--- config.mk ---
export PLATFORM = sky130hd
export DESIGN_NAME = can_bus_fabric
export DESIGN_NICKNAME = d
export VERILOG_FILES = /design/src/rtl/can_bus_fabric.sv
export SDC_FILE = /design/constraint.sdc
export NUM_CORES = 1
export LEC_CHECK = 0
export CAP_MARGIN = 15
export CORE_MARGIN = 4
export CORE_UTILIZATION = 35
export CTS_BUF_LIST = sky130_fd_sc_hd__clkbuf_16
export CTS_CLUSTER_DIAMETER = 120
export DETAILED_ROUTE_END_ITERATION = 10
export PLACE_DENSITY_LB_ADDON = 0.25
export SLEW_MARGIN = 15
export SYNTH_ARGS = -nofsm -noshare
export SYNTH_HDL_FRONTEND = slang
export SYNTH_SLANG_ARGS = --single-unit
export TNS_END_PERCENT = 20
--- constraint.sdc ---
create_clock -name CLK -period 1.9 [get_ports CLK]
set_input_delay 0.19 -clock CLK [delete_from_list [all_inputs] [get_ports CLK]]
set_output_delay 0.19 -clock CLK [all_outputs]
set_load 0.05 [all_outputs]
--- src/rtl/can_bus_fabric.sv ---
// can_bus_fabric: wired-OR CAN bus resolver with configurable propagation
// delay, idle / start-of-frame / stuck-dominant monitors and a run counter.
// Optional feature macro: CAN_BUS_FAULT_INJECT_EN (forces inj_val onto the
// bus after the delay line while inj_en is high).

// Per-node driver gate: an isolated node cannot pull the bus dominant.
module can_bus_tap (
  input  logic hi,
  input  logic en,
  output logic drv
);
  assign drv = hi & en;
endmodule

module can_bus_fabric #(
  parameter int NODES      = 2,
  parameter int DELAY      = 0,
  parameter int IDLE_BITS  = 11,
  parameter int STUCK_BITS = 17,
  parameter int RUN_LEN    = 120
) (
  input  logic             CLK,
  input  logic             RST,
  input  logic [NODES-1:0] hi_out,
  input  logic [NODES-1:0] node_en,
  input  logic             inj_en,
  input  logic             inj_val,
  output logic             can_hi,
  output logic             can_lo,
  output logic             bus_idle,
  output logic [15:0]      sof_count,
  output logic             stuck_err,
  output logic [15:0]      cyc,
  output logic             done
);
  localparam int PW = DELAY + 1;
  localparam int IW = $clog2(IDLE_BITS + 1);
  localparam int SW = $clog2(STUCK_BITS + 1);
  localparam logic [IW-1:0] IDLE_MAX  = IW'(IDLE_BITS);
  localparam logic [SW-1:0] STUCK_MAX = SW'(STUCK_BITS);
  localparam logic [SW-1:0] STUCK_PRE = SW'(STUCK_BITS - 1);
  localparam logic [15:0]   RUN_MAX   = 16'(RUN_LEN);

  logic [NODES-1:0] drv;
  logic             raw;
  logic [DELAY:0]   bus_pipe;
  logic [IW-1:0]    idle_cnt;
  logic [SW-1:0]    dom_cnt;

  can_bus_tap u_tap [NODES-1:0] (
    .hi  (hi_out),
    .en  (node_en),
    .drv (drv)
  );

  assign raw = |drv;

  // Delay line: stage 0 registers raw, stage DELAY feeds the bus.
  always_ff @(posedge CLK) begin
    if (RST) bus_pipe <= '0;
    else     bus_pipe <= PW'({bus_pipe, raw});
  end

`ifdef CAN_BUS_FAULT_INJECT_EN
  // Injection overrides the last stage combinationally, so it adds no latency.
  assign can_hi = inj_en ? inj_val : bus_pipe[DELAY];
`else
  logic unused_inj;
  assign unused_inj = inj_en ^ inj_val;
  assign can_hi     = bus_pipe[DELAY];
`endif

  assign can_lo   = ~can_hi;
  assign bus_idle = (idle_cnt == IDLE_MAX);

  // Bus monitors: recessive/dominant run lengths, SOF count, sticky stuck flag.
  always_ff @(posedge CLK) begin
    if (RST) begin
      idle_cnt  <= IDLE_MAX;
      dom_cnt   <= '0;
      sof_count <= '0;
      stuck_err <= 1'b0;
    end else if (can_hi) begin
      // The dominant bit also clears idle, so one idle period yields one SOF.
      idle_cnt <= '0;
      if (bus_idle) sof_count <= sof_count + 16'd1;
      if (dom_cnt != STUCK_MAX) dom_cnt <= dom_cnt + SW'(1);
      if (dom_cnt >= STUCK_PRE) stuck_err <= 1'b1;
    end else begin
      dom_cnt <= '0;
      if (idle_cnt != IDLE_MAX) idle_cnt <= idle_cnt + IW'(1);
    end
  end

  // Run-length counter: counts up to RUN_LEN then holds.
  always_ff @(posedge CLK) begin
    if (RST)                cyc <= '0;
    else if (cyc < RUN_MAX) cyc <= cyc + 16'd1;
  end

  assign done = (cyc == RUN_MAX);
endmodule
==> metrics <==
Yosys top cell area share 47.3%; # IOs 45; CP Data Arrival Time 1.60 ns; Hold Path Stages 2; GP Congestion 0.758; Buffers on Ports between 40 and 50; worst clock skew 0.00596 ns; Synth area leaders dfxtp_1 47%, xnor2_1 4.8%, nor2_1 4.5%, ha_1 4.1%, xor2_1 3.8%; Synth warnings 0; top_reg_cell synth dfxtp_1; Worst setup EP type output pin; status completed; crit share post-route 94.0%; CP Cell Sequence buf_4 > clkdlybuf4s50_1; routed vias 1549; leakage power total 0.949 nW; commonest non-fill, non-tap cell in the layout clkdlybuf4s50_1; clk slew on worst S/H paths about 0.05 ns; RSZ-0062 raised after global routing false; fraction of layout cells with a size suffix above 1 16.6%; worst hold slack roughly 0.47 ns; total setup buffers inserted after CTS 0; Tot GR Track Use 13.7%; initial antenna violation count 0; Final #Nets 266; VDD IR max 456 uV; power per cell area 897 nW/um^2; area leader, netlist dfxtp_1; drt pass-1 iters 4; n_diodes 0; flops & latches, synth 43; Final ANT Viol Nets 0; Worst Min Path Start stuck_err$_SDFFE_PP0P_; Post-synth EDFFs 0; worst slew pin tran approximately 0.51 ns; Critical Path Max Stage Delay 0.82 ns; Total Wirelength 3.94 mm; Max Root-Sink Buffers 2; RR Startpoint sof_count[0]$_SDFFE_PP0P_; worst path required time about 1.7 ns; Initial Utilization between 30% and 40%; final setup TNS 0 ns; number of buffers and inverters on the critical path 2; Row Count 25; Hold Fails Final Rpt 0; vias per cell 4.84; worst-path fanout max 12; Place WS ~0.035 ns; first-pass GRT wire length 6.90 mm; most frequent cells in the layout 39 x clkdlybuf4s50_1, 34 x dfxtp_1, 22 x nor2_1; Seq/Total Area, Yosys 47.3%; reg2reg setup slack approximately 0.13 ns; hold_buf cts 0; die height 80.1 um; CTS tree yes; Slew Viols, Final 0; ys async rst share 0%; per-cell routed wire length 12.3 um; synthesized area 1820 um^2; CTS H-Tree Depth 2; full die area 6420 um^2; critical path launch point type flop; WHS Endpoint stuck_err$_SDFFE_PP0P_; # Max-Cap Violations 0; clock sink total 43; synth unique cells 37; vias in the first global route 1480; WS Path Type flop to output pin; CTS root buf clkbuf_16; P&R area growth vs syn 43.7%; slowest CP cell clkdlybuf4s50_1; syn_nets 208; final setup fails 0; worst r2r dst sof_count[14]$_SDFFE_PP0P_; global route total overflow 0; Core Area 4880 um^2; Mapped Avg Cell Area between 9 and 10 um^2; final worst slack between 0.1 and 0.15 ns; Detailed Place HPWL around 2.9 mm; synthesized instance count between 150 and 200; largest net degree at the start of global routing 16; highest clock rate between 0.5 and 0.6 GHz; starting DRC count in detailed routing 44; CP delay by family, top buffers and inverters; Max-slew headroom 65.8%; DRC viols 0; Worst-Skew Late Latency 0.28 ns; worst r2r path cells 5; Die Span X 80.1 um; Final min period between 1.5 and 2 ns; Critical Path Source can_hi$_SDFF_PP0_; Num CTS Buffers 5; Hold WC Path Type flop to flop
-- logic make-up after synthesis --
logic type      count (synthesis)  share of synthesized area, %
buf+inv                        13                          2.68
flops                          43                          47.3
compound gates                 25                          8.32
fa+ha+maj                       6                          4.12
simple gates                   87                          27.8
xor+xnor                       18                          8.66
mux                             2                          1.10
-- worst max-delay path by stage --
stage / to / slack (ns) / depth (start not counted)
2_1_floorplan: sof_count[14]$_SDFFE_PP0P_ / -0.05 / 4
3_3_place_gp: sof_count[14]$_SDFFE_PP0P_ / 0.07 / 5
3_5_place_dp: sof_count[13]$_SDFFE_PP0P_ / 0.04 / 5
4_1_cts: sof_count[14]$_SDFFE_PP0P_ / 0.02 / 5
5_1_grt: sof_count[14]$_SDFFE_PP0P_ / 0.003 / 5
6_report: can_hi / 0.11 / 2
-- through the flow --
| step | area, um^2 | util (%) | total power [W] | cells |
|---|---|---|---|---|
| after global placement | 2440 | 49.9 | 0.00139 | 312 |
| after floorplan | 1830 | - | 0.00125 | 194 |
| after CTS | 2600 | 53.4 | 0.00235 | 320 |
| final | 2620 | 53.6 | 0.00235 | 320 |
| after detailed placement | 2440 | 49.9 | 0.00140 | 312 |
| after global routing | 2620 | 53.6 | 0.00246 | 320 |
-- sequential cells by signal, indices dropped and copies added (netlist names) --
name	flops
cyc	16
stuck_err	1
idle_cnt	4
sof_count	16
dom_cnt	5
can_hi	1
-- Yosys cell counts (2+ instances only) --
cell type,n
nor4_1,4
nand4_1,9
a21o_1,2
nand2b_1,3
nor3_1,5
clkbuf_1,4
dfxtp_1,43
a21oi_1,11
o31ai_1,2
mux2i_1,2
nand3_1,8
or3_1,5
or4_1,2
inv_1,8
nor2b_1,10
xnor2_1,10
o21ai_0,5
nor2_1,22
xor2_1,8
ha_1,6
nand2_1,9
-- final cells by class --
type                       count  area (um^2)
clock inverter                 3         38.8
tap                           67         83.8
inverter                       8         30.0
multi-input combinational    138          923
fill                         462         2260
clock buffer                   5          125
sequential                    43          872
timing repair buffer          56          543
-- report_power, final --
group / internal [W] / switching, W / total, W
sequential: 0.000943 / 0.0000468 / 0.000990
clock: 0.000612 / 0.000329 / 0.000941
combinational: 0.000195 / 0.000222 / 0.000417
total: 0.00175 / 0.000598 / 0.00235
-- per-layer routing --
layer  GRT usage [%]  share of wire (%)
met1            17.3                 48
met2            21.6                 46
met3            4.82                5.0
met4            4.56               0.79
met5               0                  0
-- worst register-to-register path, delay by kind of cell (launching register included) --
kind | cells | cell delay [ns]
AOI/OAI and AO/OA | 1 | 0.15
adders and majority gates | 1 | 0.16
and+or+nand+nor | 3 | 1.02
DFF | 1 | 0.37
-- repair_timing --
item                                    CTS  global route
pin swaps                                 0             1
endpoints found under the setup margin    1             3
resized for setup                         1             3
cloned                                    0             0
Power figures use the tool's default switching activity.
